File: src/rtl/multi_receiver_scheduler_pkg.sv
// Shared types and widths for the multi-receiver readout scheduler.
// Block layout: {decoded data, timestamp}, data in the upper bits.
package multi_receiver_scheduler_pkg;

    localparam int BLK_W  = 41;
    localparam int DATA_W = 17;
    localparam int TS_W   = 24;
    localparam int BN_W   = 8;

    typedef enum logic [2:0] {
        S_SCAN,
        S_REQ,
        S_WAIT,
        S_PRESENT,
        S_RELEASE,
        S_ABORT
    } sched_state_t;

    function automatic logic [DATA_W-1:0] blk_data(input logic [BLK_W-1:0] blk);
        return blk[TS_W +: DATA_W];
    endfunction

    function automatic logic [TS_W-1:0] blk_ts(input logic [BLK_W-1:0] blk);
        return blk[TS_W-1:0];
    endfunction

endpackage

File: src/rtl/rr_pointer.sv
// Wrapping round-robin index: advances by one on adv, wraps from N-1 to 0.
module rr_pointer #(
    parameter int N = 4,
    parameter int W = $clog2(N)
) (
    input  logic         clk,
    input  logic         rst_n,
    input  logic         adv,
    output logic [W-1:0] ptr
);

    always_ff @(posedge clk or negedge rst_n) begin
        if (!rst_n)
            ptr <= '0;
        else if (adv)
            ptr <= (ptr == W'(N - 1)) ? '0 : ptr + 1'b1;
    end

endmodule

File: src/rtl/multi_receiver_scheduler.sv
// Round-robin readout scheduler sharing one valid/ready stream between NB_RX receivers.
// Optional per-receiver abort counters (err_cnt_all) when SCHED_ERR_CNT_EN is defined.
module multi_receiver_scheduler #(
    parameter int NB_RX          = 4,
    parameter int BLK_W          = multi_receiver_scheduler_pkg::BLK_W,
    parameter int TIMEOUT_CYCLES = 255
) (
    input  logic                       clk_96MHz,
    input  logic                       reset_n,
    input  logic [NB_RX*8-1:0]         avl_blocks_nb_all,
    input  logic [NB_RX*BLK_W-1:0]     block_wanted_all,
    input  logic [NB_RX-1:0]           data_ready_all,
    output logic [NB_RX*8-1:0]         block_wanted_number_all,
    output logic [BLK_W-1:0]           out_block,
    output logic [$clog2(NB_RX)-1:0]   out_rx_id,
    output logic                       out_last,
    output logic                       out_valid,
    input  logic                       out_ready,
`ifdef SCHED_ERR_CNT_EN
    output logic [NB_RX*8-1:0]         err_cnt_all,
`endif
    output logic                       timeout_pulse
);
    import multi_receiver_scheduler_pkg::*;

    localparam int ID_W  = $clog2(NB_RX);
    localparam int TMO_W = $clog2(TIMEOUT_CYCLES + 1);

    sched_state_t      state, state_nxt;
    logic [ID_W-1:0]   ptr;
    logic              ptr_adv;
    logic [BN_W-1:0]   idx, idx_nxt, burst_len, burst_nxt;
    logic [TMO_W-1:0]  cnt, cnt_nxt;
    logic              seen_low, seen_nxt;
    logic [BLK_W-1:0]  blk_nxt;
    logic [ID_W-1:0]   id_nxt;
    logic              last_nxt, vld_nxt;
    logic [BN_W-1:0]   avl_cur;
    logic [BLK_W-1:0]  blk_cur;
    logic              rdy_cur, tmo_hit;

    rr_pointer #(.N(NB_RX), .W(ID_W)) u_ptr (
        .clk   (clk_96MHz),
        .rst_n (reset_n),
        .adv   (ptr_adv),
        .ptr   (ptr)
    );

    assign avl_cur       = avl_blocks_nb_all[int'(ptr)*BN_W +: BN_W];
    assign blk_cur       = block_wanted_all[int'(ptr)*BLK_W +: BLK_W];
    assign rdy_cur       = data_ready_all[ptr];
    assign tmo_hit       = (cnt == TMO_W'(TIMEOUT_CYCLES));
    assign timeout_pulse = (state == S_ABORT);

    always_ff @(posedge clk_96MHz or negedge reset_n) begin
        if (!reset_n) begin
            state     <= S_SCAN;
            idx       <= '0;
            burst_len <= '0;
            cnt       <= '0;
            seen_low  <= 1'b0;
            out_block <= '0;
            out_rx_id <= '0;
            out_last  <= 1'b0;
            out_valid <= 1'b0;
        end else begin
            state     <= state_nxt;
            idx       <= idx_nxt;
            burst_len <= burst_nxt;
            cnt       <= cnt_nxt;
            seen_low  <= seen_nxt;
            out_block <= blk_nxt;
            out_rx_id <= id_nxt;
            out_last  <= last_nxt;
            out_valid <= vld_nxt;
        end
    end

    always_comb begin
        state_nxt = state;
        idx_nxt   = idx;
        burst_nxt = burst_len;
        cnt_nxt   = cnt;
        seen_nxt  = seen_low;
        blk_nxt   = out_block;
        id_nxt    = out_rx_id;
        last_nxt  = out_last;
        vld_nxt   = out_valid;
        ptr_adv   = 1'b0;
        unique case (state)
            S_SCAN: begin
                if (avl_cur != '0) begin
                    burst_nxt = avl_cur;
                    idx_nxt   = 8'd1;
                    state_nxt = S_REQ;
                end else begin
                    ptr_adv = 1'b1;
                end
            end
            S_REQ: begin
                // A ready level left over from the previous block only counts once it has dropped.
                cnt_nxt   = '0;
                seen_nxt  = (idx == 8'd1) || !rdy_cur;
                state_nxt = S_WAIT;
            end
            S_WAIT: begin
                if (rdy_cur && seen_low) begin
                    blk_nxt   = blk_cur;
                    id_nxt    = ptr;
                    last_nxt  = (idx == burst_len);
                    vld_nxt   = 1'b1;
                    state_nxt = S_PRESENT;
                end else begin
                    if (!rdy_cur)
                        seen_nxt = 1'b1;
                    if (tmo_hit)
                        state_nxt = S_ABORT;
                    else
                        cnt_nxt = cnt + 1'b1;
                end
            end
            S_PRESENT: begin
                if (out_ready) begin
                    vld_nxt = 1'b0;
                    if (idx < burst_len) begin
                        idx_nxt   = idx + 1'b1;
                        state_nxt = S_REQ;
                    end else begin
                        cnt_nxt   = '0;
                        state_nxt = S_RELEASE;
                    end
                end
            end
            S_RELEASE: begin
                if (!rdy_cur || tmo_hit) begin
                    ptr_adv   = 1'b1;
                    state_nxt = S_SCAN;
                end else begin
                    cnt_nxt = cnt + 1'b1;
                end
            end
            S_ABORT: begin
                ptr_adv   = 1'b1;
                state_nxt = S_SCAN;
            end
            default: state_nxt = S_SCAN;
        endcase
    end

    // Only the receiver being served sees a nonzero block number.
    always_comb begin
        block_wanted_number_all = '0;
        if (state == S_REQ || state == S_WAIT || state == S_PRESENT)
            block_wanted_number_all[int'(ptr)*BN_W +: BN_W] = idx;
    end

`ifdef SCHED_ERR_CNT_EN
    always_ff @(posedge clk_96MHz or negedge reset_n) begin
        if (!reset_n)
            err_cnt_all <= '0;
        else if (state == S_ABORT && err_cnt_all[int'(ptr)*BN_W +: BN_W] != 8'hFF)
            err_cnt_all[int'(ptr)*BN_W +: BN_W] <= err_cnt_all[int'(ptr)*BN_W +: BN_W] + 1'b1;
    end
`endif

endmodule

File: config.mk
export PLATFORM = sky130hd
export DESIGN_NAME = multi_receiver_scheduler
export DESIGN_NICKNAME = d
export VERILOG_FILES = /design/src/rtl/multi_receiver_scheduler_pkg.sv /design/src/rtl/rr_pointer.sv /design/src/rtl/multi_receiver_scheduler.sv
export SDC_FILE = /design/constraint.sdc
export NUM_CORES = 1
export LEC_CHECK = 0
export CORE_ASPECT_RATIO = 1.5
export CORE_MARGIN = 5
export CORE_UTILIZATION = 43
export CTS_BUF_LIST = sky130_fd_sc_hd__clkbuf_4
export DETAILED_ROUTE_END_ITERATION = 16
export PLACE_DENSITY = 0.89
export SYNTH_ARGS = -nofsm -noshare
export SYNTH_HDL_FRONTEND = slang
export SYNTH_SLANG_ARGS = --single-unit
File: constraint.sdc
create_clock -name clk_96MHz -period 5.86 [get_ports clk_96MHz]
set_input_delay 1.465 -clock clk_96MHz [delete_from_list [all_inputs] [get_ports clk_96MHz]]
set_output_delay 1.465 -clock clk_96MHz [all_outputs]
set_load 0.05 [all_outputs]
* Yosys cells after proc, flatten, opt, wreduce, memory -nomap -nowiden
Index checks and enable logic that the tools add are counted.
** Operators by class
- $add $sub $neg :: 4
- Multiply operators :: 1
- Divide/modulo/power cells :: 0
- $lt $le $gt $ge :: 2
- Equal/unequal tests :: 20
- Shift-type cells :: 4
- Multiplexer cells :: 30
- Bitwise logic cells :: 1
- Reductions and logical operators :: 19
** Operators by type and width (count)
- indexed part select 164 x 9 -> 41 bit :: 1
- 2-to-1 mux 8 bit :: 8
- negator 5 -> 33 bit :: 1
- variable shift 8 x 33 -> 32 bit (first input constant) :: 1
- indexed part select 8 x 33 -> 32 bit :: 1
- bitwise AND 32 bit :: 1
- 2-to-1 mux 32 bit :: 1
- case mux 8 bit (4 select lines) :: 1
- indexed part select 32 x 6 -> 8 bit :: 1
- != test 2 bit (second input constant) :: 10
- 2-to-1 mux 3 bit :: 6
- adder 8 x 1 -> 8 bit (second input constant) :: 2
- case mux 8 bit (2 select lines) :: 1
- case mux 3 bit (5 select lines) :: 1
- equality test 8 x 1 -> 1 bit (second input constant) :: 1
- equality test 8 bit :: 1
- equality test 8 bit (second input constant) :: 1
- less-than comparator 8 bit :: 1
- multiplier 2 x 6 -> 8 bit (second input constant) :: 1
- AND reduction 4 bit :: 2
- nonzero test 8 bit :: 1
- 2-to-1 mux 1 bit :: 7
- equality test 3 x 2 -> 1 bit (second input constant) :: 2
- equality test 3 bit (second input constant) :: 2
- 18 further kinds :: 26
** Storage, ports and cells
- Register bits :: 75
- Latch bits :: 0
- Memory bits (writable) :: 0
- Memory bits (read-only) :: 0
- Input bits :: 203
- Output and inout bits :: 78
- Logic and storage cells :: 91
- Memories :: 0

* Logic depth before layout (Yosys ltp)
Gate-level depths: netlist of run 1.
- Word-level depth :: 6
- Gate-level depth with buffers :: 9
- Depth with buffers taken out :: 8

* Hierarchy
From an unflattened synthesis of run 1, not the netlist that was laid out.
** Second synthesis, totals
- Cell total of the unflattened synthesis :: 424
- Area total of the unflattened synthesis :: 5067.4 um^2
** Modules (own cells, without submodules)
- multi_receiver_scheduler :: instances 1, cells an instance 418, area an instance 4978.5 um^2, sequential area each 1826.8 um^2
- rr_pointer :: instances 1, cells an instance 6, area an instance 88.8 um^2, sequential area each 50.0 um^2

* Least setup slack after synthesis of run 1
Ideal clock, no wire load.
- Kind :: register to output
- Start :: register u_ptr.ptr[1]
- End :: output block_wanted_number_all[8]
- Arrival time :: 3151 ps
- Data required time :: 4395 ps
- Setup slack :: 1244 ps
- Cell stages (with the launch flop) :: 8
- Buffers on the path :: 3
- Path through :: dfrtp_1 clkbuf_1 clkbuf_1 buf_1 inv_1 ha_1 or3_1 nor3_1
** On the way
- Cells in the longest elaborated chain, start to end :: 4
- Elaborated cells between the ends (all ways) :: 5
- Classes of those cells :: add/sub (1); shift (2); mux (1); bitwise (1)
** RTL lines
- from (decl) :: RTL line rr_pointer.sv:9 : output logic [W-1:0] ptr
- from (signal assigned) :: RTL line rr_pointer.sv:16 : ptr <= (ptr == W'(N - 1)) ? '0 : ptr + 1'b1;
- negator 5 -> 33 bit * :: RTL line multi_receiver_scheduler.sv:154 : block_wanted_number_all[int'(ptr)*BN_W +: BN_W] = idx;
- indexed part select 8 x 33 -> 32 bit or variable shift 8 x 33 -> 32 bit (tied branches) :: RTL line multi_receiver_scheduler.sv:154
- bitwise AND 32 bit (no line) *
- 2-to-1 mux 32 bit * :: RTL line multi_receiver_scheduler.sv:153 : if (state == S_REQ || state == S_WAIT || state == S_PRESENT)
- to (decl) :: RTL line multi_receiver_scheduler.sv:13 : output logic [NB_RX*8-1:0] block_wanted_number_all,
Every way passes the cells marked *; elsewhere a longest branch is shown, timed or not.

* Worst setup path in the final report of run 1
- Start :: register state[0]
- End :: output block_wanted_number_all[27]
** On the way
- Cells in the longest elaborated chain, start to end :: 4
- Elaborated cells between the ends (all ways) :: 6
- Classes of those cells :: eq/ne (3); mux (1); reduce/logical (2)
** RTL lines
- from (decl) :: RTL line multi_receiver_scheduler.sv:29 : sched_state_t state, state_nxt;
- from (signal assigned) :: RTL line multi_receiver_scheduler.sv:67 : state <= state_nxt;
- equality test 3 x 1 -> 1 bit or equality test 3 x 2 -> 1 bit (tied branches) :: RTL line multi_receiver_scheduler.sv:153
- logical OR 1 bit :: RTL line multi_receiver_scheduler.sv:153
- logical OR 1 bit * :: RTL line multi_receiver_scheduler.sv:153
- 2-to-1 mux 32 bit * :: RTL line multi_receiver_scheduler.sv:153
Marked as above.

==> summary.txt, run 1 <==
Drt
  – Mean routed wirelength per cell: 20.1 microns
  – Via-per-instance ratio: ~5.6
  – Number of DRC markers after the initial detailed-route iteration: 199
  – Final wirelength: approximately 17 mm
  – Vias post-DR: ~4.6k
  – Count of nets left with antenna violations after detail routing: 0
  – Post-detailed-route DRC marker count: 0
  – Detailed Routing Iterations Pass 1: 4

Setup path
  – Reg-to-reg endpoint: idx[0]$_DFFE_PN0P_
  – Start-to-end type of the worst setup path: flip-flop to output pin
  – Register-to-register setup slack: 2.30 ns
  – Setup crit end kind: output pin
  – Startpoint of the worst-slack reg-to-reg timing path: u_ptr.ptr[0]$_DFFE_PN0P_
  – Cell depth of the worst flop-to-flop path: 7
  – Critical path fanouts, max: 20
  – Endpoint required time on the critical path: ~4.4 ns
  – CP startpoint kind: flip-flop
  – Data arrival at the endpoint of the critical path: approximately 3.5 ns

STA
  – Min setup slack post-route: approximately 0.9 ns
  – Headroom to the max-slew limit: 0.338
  – Time the final worst path needs with I/O delays and setup: 4.95 ns
  – Hold slack final: just under 0.5 ns
  – Worst Max-Slew Pin Slew: 0.984 ns
  – RSZ-0062 raised after global routing: no
  – Final Skew: between 0.008 and 0.009 ns
  – Final TNS setup: 0 ns
  – Setup violation total in the final timing report: 0
  – Number of pins with negative max-slew slack in the final report: 0
  – Hold violation total from the final report: 0
  – Final clock period utilization by the worst path: 0.845
  – Maximum frequency from static timing analysis: 202 MHz

Clock tree
  – Insertion delay to the later sink of the worst-skew pair: 0.40 ns
  – CTS Root Buffer Type: clkbuf_4
  – PostCTS Resize Cnt: 0
  – Clock net sink count: 75
  – Bufs on Longest Clock Path: 2
  – H-tree lvl count: 3
  – Number of hold buffers added after cts: 0
  – CTS clk-pin slew, worst paths: 0.11 ns
  – Clock buffers created by TritonCTS: 9
  – TritonCTS clock tree: built
  – Post-CTS Setup Bufs: 0

GRT
  – Global-route track usage on met1: 0.230
  – GRT Total Usage: 0.233
  – Vias in the first global route: ~5.1k
  – Pin count of the biggest net entering global routing: 76
  – Wire length of the first global-routing pass: 25.4 mm
  – Met3 capacity usage during global routing: 0.0603
  – Global routing's busiest layer: met2
  – Number of antenna violations at the first check in global routing: 0
  – Grt total ovfl: 0
  – Met2 capacity usage during global routing: 0.458

Hold path
  – Number of cells on the worst hold path: 2
  – Path class of the lowest-slack min-delay path: flip-flop to flip-flop
  – Worst hold endpoint: out_rx_id[1]$_DFFE_PN0P_
  – Startpoint of the tightest hold check path: out_rx_id[1]$_DFFE_PN0P_

Floorplan
  – Horizontal extent of the die: about 98 microns
  – Number of cell rows: 48
  – Number of top-level pins: ~280
  – Starting utilization of the core area: 0.436
  – Die ar.: 0.0139 sq mm
  – Placeable core region: 0.0115 sq mm
  – Die boundary height: approximately 140 microns

Final layout
  – Share of cells above drive strength 1: 0.171
  – Synthesis-to-layout area growth: 61.2%
  – Number of antenna repair diodes: 0
  – Final-stage net count: 900
  – Core utilization of the finished layout: 0.703

Pwr
  – Cell area power density: approximately 460 mW/mm^2
  – Worst IR drop on VDD: approximately 0.28 mV
  – Leak Pwr: 3.18 nW
  – Overall power after layout: 3.70 mW

Yosys
  – Syn nets: 631
  – Commonest cells in the synthesized netlist: 75 x dfrtp_1, 49 x mux4_2, 45 x mux2_2, 29 x and2_1
  – Async set-or-reset flop fraction in the synthesized netlist: 1.00
  – Top-area cell type share of the netlist area: 0.375
  – Share of the yosys chip area belonging to registers: 0.375
  – Cell type with the largest total area after synthesis: dfrtp_1
  – Count of unique library cells instantiated by Yosys: 46
  – Post-synth EDFFs: 0
  – Average footprint of a synthesized cell: 12.2 sq um
  – Primary flip-flop cell chosen by synthesis mapping: dfrtp_1
  – Most common cell in the synthesized netlist: dfrtp_1
  – Count of yosys warnings during synthesis: 0
  – Gate Count Post-Synth: between 400 and 500
  – Register bit count reported by yosys: between 70 and 80
  – Largest cells by area after synthesis: dfrtp_1 38%, mux4_2 22%, mux2_2 10%
  – Mapped cell area: 0.00500 sq mm

Placement
  – Placer's final routability congestion estimate: 0.882
  – DP HPWL: 13.9 mm
  – Count of buffers inserted at the top-level ports: 280
  – Dpl ws: 1.34 ns

Run
  – Max-cap check violation count: 0

Status
  – Outcome: complete, no violations
-- stage by stage --
stage / instances / cell area [sq um]
6_report: 835 / 8060
5_1_grt: 835 / 8060
4_1_cts: 835 / 8060
3_5_place_dp: 819 / 7910
3_3_place_gp: 819 / 7910
2_1_floorplan: 411 / 5000
-- logic make-up after synthesis --
| group | after synthesis | synth area share |
|---|---|---|
| and+or+nand+nor | 110 | 0.116 |
| muxes | 102 | 0.343 |
| DFF | 75 | 0.375 |
| AOI/OAI and AO/OA | 65 | 0.0866 |
| buffers and inverters | 41 | 0.0348 |
| adders and majority gates | 17 | 0.0425 |
| xor gates and xnor gates | 1 | 0.00175 |
-- power breakdown --
group          internal [mW]  total, mW  leakage, nW  switching, mW
Sequential             0.743      0.918        0.919          0.174
Combinational           1.06       2.44         2.18           1.38
Clock                  0.175      0.347       0.0815          0.173
-- layout make-up --
| cell class | instances | area, sq um |
|---|---|---|
| Clock buffer | 10 | 75.1 |
| Clock inverter | 6 | 80.1 |
| Fill cell | 800 | 3410 |
| Inverter | 16 | 60.1 |
| Multi-Input combinational cell | 295 | 2960 |
| Sequential cell | 75 | 1880 |
| Tap cell | 150 | 188 |
| Timing Repair Buffer | 283 | 2820 |
-- how the worst max path moves through the flow --
stage | slack [ns] | depth (start not counted) | endpoint | from
after floorplan | 1.24 | 7 | block_wanted_number_all[8] | u_ptr.ptr[1]$_DFFE_PN0P_
after global placement | 1.49 | 6 | block_wanted_number_all[27] | state[0]$_DFFE_PN0P_
after detailed placement | 1.34 | 6 | block_wanted_number_all[22] | u_ptr.ptr[1]$_DFFE_PN0P_
after CTS | 0.87 | 6 | block_wanted_number_all[22] | u_ptr.ptr[1]$_DFFE_PN0P_
after global routing | 0.63 | 6 | block_wanted_number_all[31] | state[0]$_DFFE_PN0P_
final | 0.91 | 6 | block_wanted_number_all[27] | state[0]$_DFFE_PN0P_
-- registers in the layout (all words and copies together) (netlist names) --
| register | cells |
|---|---|
| state | 3 |
| burst_len | 8 |
| out_last | 1 |
| cnt | 8 |
| out_rx_id | 2 |
| seen_low | 1 |
| out_block | 41 |
| out_valid | 1 |
| idx | 8 |
| u_ptr.ptr | 2 |
-- routing by layer --
layer  share of wire  vias to the layer above
met1            0.32                     2239
met5               0                        -
met2            0.57                      251
met4           0.027                        0
li1                -                     2120
met3           0.083                       37
-- layout by cell type (no fill, tap or decap), drive strengths merged, types with 2 or more instances in the layout --
master	netlist	final
o31ai	12	12
bufinv	0	2
nor3b	2	2
ha	17	17
clkbuf	15	10
o32ai	2	2
nor2	20	20
clkdlybuf4s50	0	279
mux2	52	52
nor4	2	2
a31oi	2	2
or4	2	2
or2	2	2
and2	30	30
clkinv	0	3
nand2	20	20
nor3	5	5
a21oi	10	10
nand2b	2	2
nand3	9	9
nor2b	4	4
or3	2	2
o41ai	5	5
o21ai	23	23
buf	10	4
dfrtp	75	75
mux4	50	50
inv	16	16
and3	5	5
a21o	3	3
nand4	3	3
o211ai	2	2
-- worst max-delay path, cell delays in order (launching register included) --
cell and delay [ns]:
dfrtp_1 0.70, nor2_1 0.15, or2_2 0.33, or3_1 0.37, nor3b_1 0.52, and2_1 0.21, clkdlybuf4s50_1 0.80
Power figures use the tool's default switching activity.
==> run 2: changes to the inputs <==
- CORE_UTILIZATION: 43 -> 36
- PLACE_DENSITY: 0.89 -> 0.79
- clock period: 5.86 -> 4.2 ns (I/O delays scaled with it)
==> run 2 against run 1 <==
Compared with the run above:
- non-clock buffer count up 5
- cell count rose by 2.0%
- clock-buffer cell count is 1 lower
- sequential power up 36%
- final area is 0.87% higher
- worst hold slack improved by 0.0029 ns
- first-iteration DRC count fell by 43%
- largest power group unchanged
==> summary.txt, run 2 (synthesis gave the netlist of run 1 again) <==
Status
  – Outcome: complete, no violations (unchanged)

Pwr
  – Power Internal: 2.78 mW (was 1.98 mW)
  – Part of the power in the clock network: 0.094 (about the same)
  – Cell area power density: 638 mW/mm^2 (was 459 mW/mm^2)
  – Overall power after layout: 5.19 mW (was 3.70 mW)
  – Share of total power in sequential cells: 0.240 (was 0.248)
  – Leak Pwr: 3.27 nW (was 3.18 nW)
  – Worst IR drop on VDD: 0.384 mV (was 0.285 mV)
  – Logic pwr share: 0.666 (was 0.658)
  – NetSw: 2.41 mW (was 1.72 mW)
  – Sw frac: 0.465 (was 0.466)

Final layout
  – Most flops, register: out_block (unchanged)
  – Synthesis-to-layout area growth: 62.6% (was 61.2%)
  – Leading cell type in the layout, fill and taps excluded: clkdlybuf4s50_1 (unchanged)
  – Final-stage net count: 905 (was 900)
  – Core utilization of the finished layout: 0.598 (was 0.703)
  – Leading cell types in the layout, fill and taps excluded: 275 x clkdlybuf4s50_1, 73 x dfrtp_1, 49 x mux4_2 (was 279 x clkdlybuf4s50_1, 73 x dfrtp_1, 49 x mux4_2)
  – Share of cells above drive strength 1: 0.180 (was 0.171)
  – Flip-flop count of the largest register, all copies and words added: 41 (unchanged)
  – Number of antenna repair diodes: 0 (unchanged)

Floorplan
  – Die boundary height: 154 microns (was 142 microns)
  – Horizontal extent of the die: 106 microns (was 98.1 microns)
  – Placeable core region: 0.0136 sq mm (was 0.0115 sq mm)
  – Die ar.: 0.0164 sq mm (was 0.0139 sq mm)
  – Starting utilization of the core area: 0.368 (was 0.436)
  – Number of cell rows: 52 (was 48)
  – Number of top-level pins: 281 (unchanged)

GRT
  – Grt total ovfl: 0 (unchanged)
  – Vias in the first global route: 5,040 (was 5,088)
  – Pin count of the biggest net entering global routing: 76 (unchanged)
  – Wire length of the first global-routing pass: 25.5 mm (was 25.4 mm)
  – Number of antenna violations at the first check in global routing: 1 (was 0)
  – GRT Total Usage: 0.198 (was 0.233)

Clock tree
  – Insertion delay to the later sink of the worst-skew pair: 0.42 ns (was 0.40 ns)
  – H-tree lvl count: 3 (unchanged)
  – Bufs on Longest Clock Path: 2 (unchanged)
  – Clock buffers created by TritonCTS: 9 (unchanged)
  – CTS clk-pin slew, worst paths: 0.11 ns (about the same)
  – Clock net sink count: 75 (unchanged)
  – Number of hold buffers added after cts: 0 (unchanged)
  – TritonCTS clock tree: built (unchanged)
  – CTS Root Buffer Type: clkbuf_4 (unchanged)

Drt
  – Count of nets left with antenna violations after detail routing: 0 (unchanged)
  – Detailed Routing Iterations Pass 1: 4 (unchanged)
  – Post-detailed-route DRC marker count: 0 (unchanged)
  – Mean routed wirelength per cell: 19.5 microns (was 20.1 microns)
  – Final wirelength: 16.6 mm (was 16.8 mm)
  – Via-per-instance ratio: 5.42 (was 5.57)
  – Vias post-DR: 4,619 (was 4,647)
  – Number of DRC markers after the initial detailed-route iteration: 114 (was 199)

Setup path
  – Reg-to-reg endpoint: u_ptr.ptr[1]$_DFFE_PN0P_ (was idx[0]$_DFFE_PN0P_)
  – Data arrival at the endpoint of the critical path: 3.05 ns (was 3.49 ns)
  – Startpoint of the worst-slack reg-to-reg timing path: u_ptr.ptr[0]$_DFFE_PN0P_ (unchanged)
  – Start-to-end type of the worst setup path: flip-flop to output pin (unchanged)
  – Cell depth of the worst flop-to-flop path: 7 (unchanged)
  – Critical path fanouts, max: 8 (was 20)
  – Worst setup path startpoint: state[1]$_DFFE_PN0P_ (was state[0]$_DFFE_PN0P_)
  – CP startpoint kind: flip-flop (unchanged)
  – Setup crit end kind: output pin (unchanged)
  – Endpoint required time on the critical path: 3.15 ns (was 4.39 ns)
  – Last element of the critical path: block_wanted_number_all[26] (was block_wanted_number_all[27])
  – Register-to-register setup slack: 1.29 ns (was 2.30 ns)

STA
  – Maximum frequency from static timing analysis: roughly 240 MHz
  – Hold violation total from the final report: 0 (unchanged)
  – Headroom to the max-slew limit: 0.364 (was 0.338)
  – Setup violation total in the final timing report: 0 (unchanged)
  – Min setup slack post-route: 0.104 ns (was 0.909 ns)
  – Final Skew: 0.0197 ns (was 0.00822 ns)
  – Final clock period utilization by the worst path: 0.975
  – Time the final worst path needs with I/O delays and setup: 4.10 ns
  – Worst Max-Slew Pin Slew: 0.954 ns (was 0.984 ns)
  – Final TNS setup: 0 ns (unchanged)
  – Number of pins with negative max-slew slack in the final report: 0 (unchanged)

Placement
  – Count of buffers inserted at the top-level ports: 280 (unchanged)
  – Dpl ws: 0.338 ns (was 1.34 ns)
  – Placer's final routability congestion estimate: 0.893 (was 0.882)
  – DP HPWL: 13.8 mm (was 13.9 mm)

Hold path
  – Path class of the lowest-slack min-delay path: flip-flop to flip-flop (unchanged)

Run
  – Max-cap check violation count: 0 (unchanged)
## run 2: area by class of cell
class	count	area, sq um
Timing Repair Buffer	288	2880
Fill cell	1070	5470
Tap cell	162	203
Sequential cell	75	1880
Multi-Input combinational cell	295	2960
Inverter	16	60.1
Clock buffer	9	67.6
Clock inverter	7	82.6
## run 2: metrics by stage
stage / std cells / hold WS (ns) / cell area (sq um)
2_1_floorplan: 411 / 0.453 / 5000
3_3_place_gp: 836 / 0.463 / 7970
3_5_place_dp: 836 / 0.475 / 7970
4_1_cts: 852 / 0.501 / 8130
5_1_grt: 852 / 0.523 / 8130
6_report: 852 / 0.497 / 8130
## run 2: worst min path at each step
stage	from	to	slack (ns)	depth (start not counted)
6_report	out_rx_id[1]$_DFFE_PN0P_	out_rx_id[1]$_DFFE_PN0P_	0.50	2
5_1_grt	burst_len[4]$_DFFE_PN0P_	burst_len[4]$_DFFE_PN0P_	0.52	1
4_1_cts	out_rx_id[1]$_DFFE_PN0P_	out_rx_id[1]$_DFFE_PN0P_	0.50	2
3_5_place_dp	out_rx_id[1]$_DFFE_PN0P_	out_rx_id[1]$_DFFE_PN0P_	0.47	2
3_3_place_gp	out_last$_DFFE_PN0P_	out_last$_DFFE_PN0P_	0.46	2
2_1_floorplan	cnt[7]$_DFFE_PN0P_	cnt[7]$_DFFE_PN0P_	0.45	1
## run 2: metal layers
layer  up-vias  wire length, microns  GRT usage
met5         -                    13          0
met4         2                   401     0.0735
met3        34                  1460     0.0584
met2       231                  9460      0.383
met1      2229                  5320      0.195
li1       2123                     -          -
## run 2: worst max-delay path: stages, from the launching register on
cell and delay [ns]:
dfrtp_1 0.48, nor2_1 0.13, or2_2 0.31, or3_1 0.39, nor3b_2 0.34, and2_1 0.19
clkdlybuf4s50_1 0.80
## run 2: power by group through the flow
stage / sequential (mW) / clock, mW / combinational, mW
floorplan: 1.97 / 0 / 1.66
global placement: 1.24 / 0 / 3.39
detailed placement: 1.26 / 0 / 3.48
CTS: 1.25 / 0.500 / 3.50
global route: 1.29 / 0.528 / 3.67
finish: 1.25 / 0.487 / 3.46
## run 2: timing repair
item                                    CTS  global route
buffers inserted                          0             0
endpoints found under the setup margin    6             3
gates cloned                              0             0
gates resized for setup                   1             3
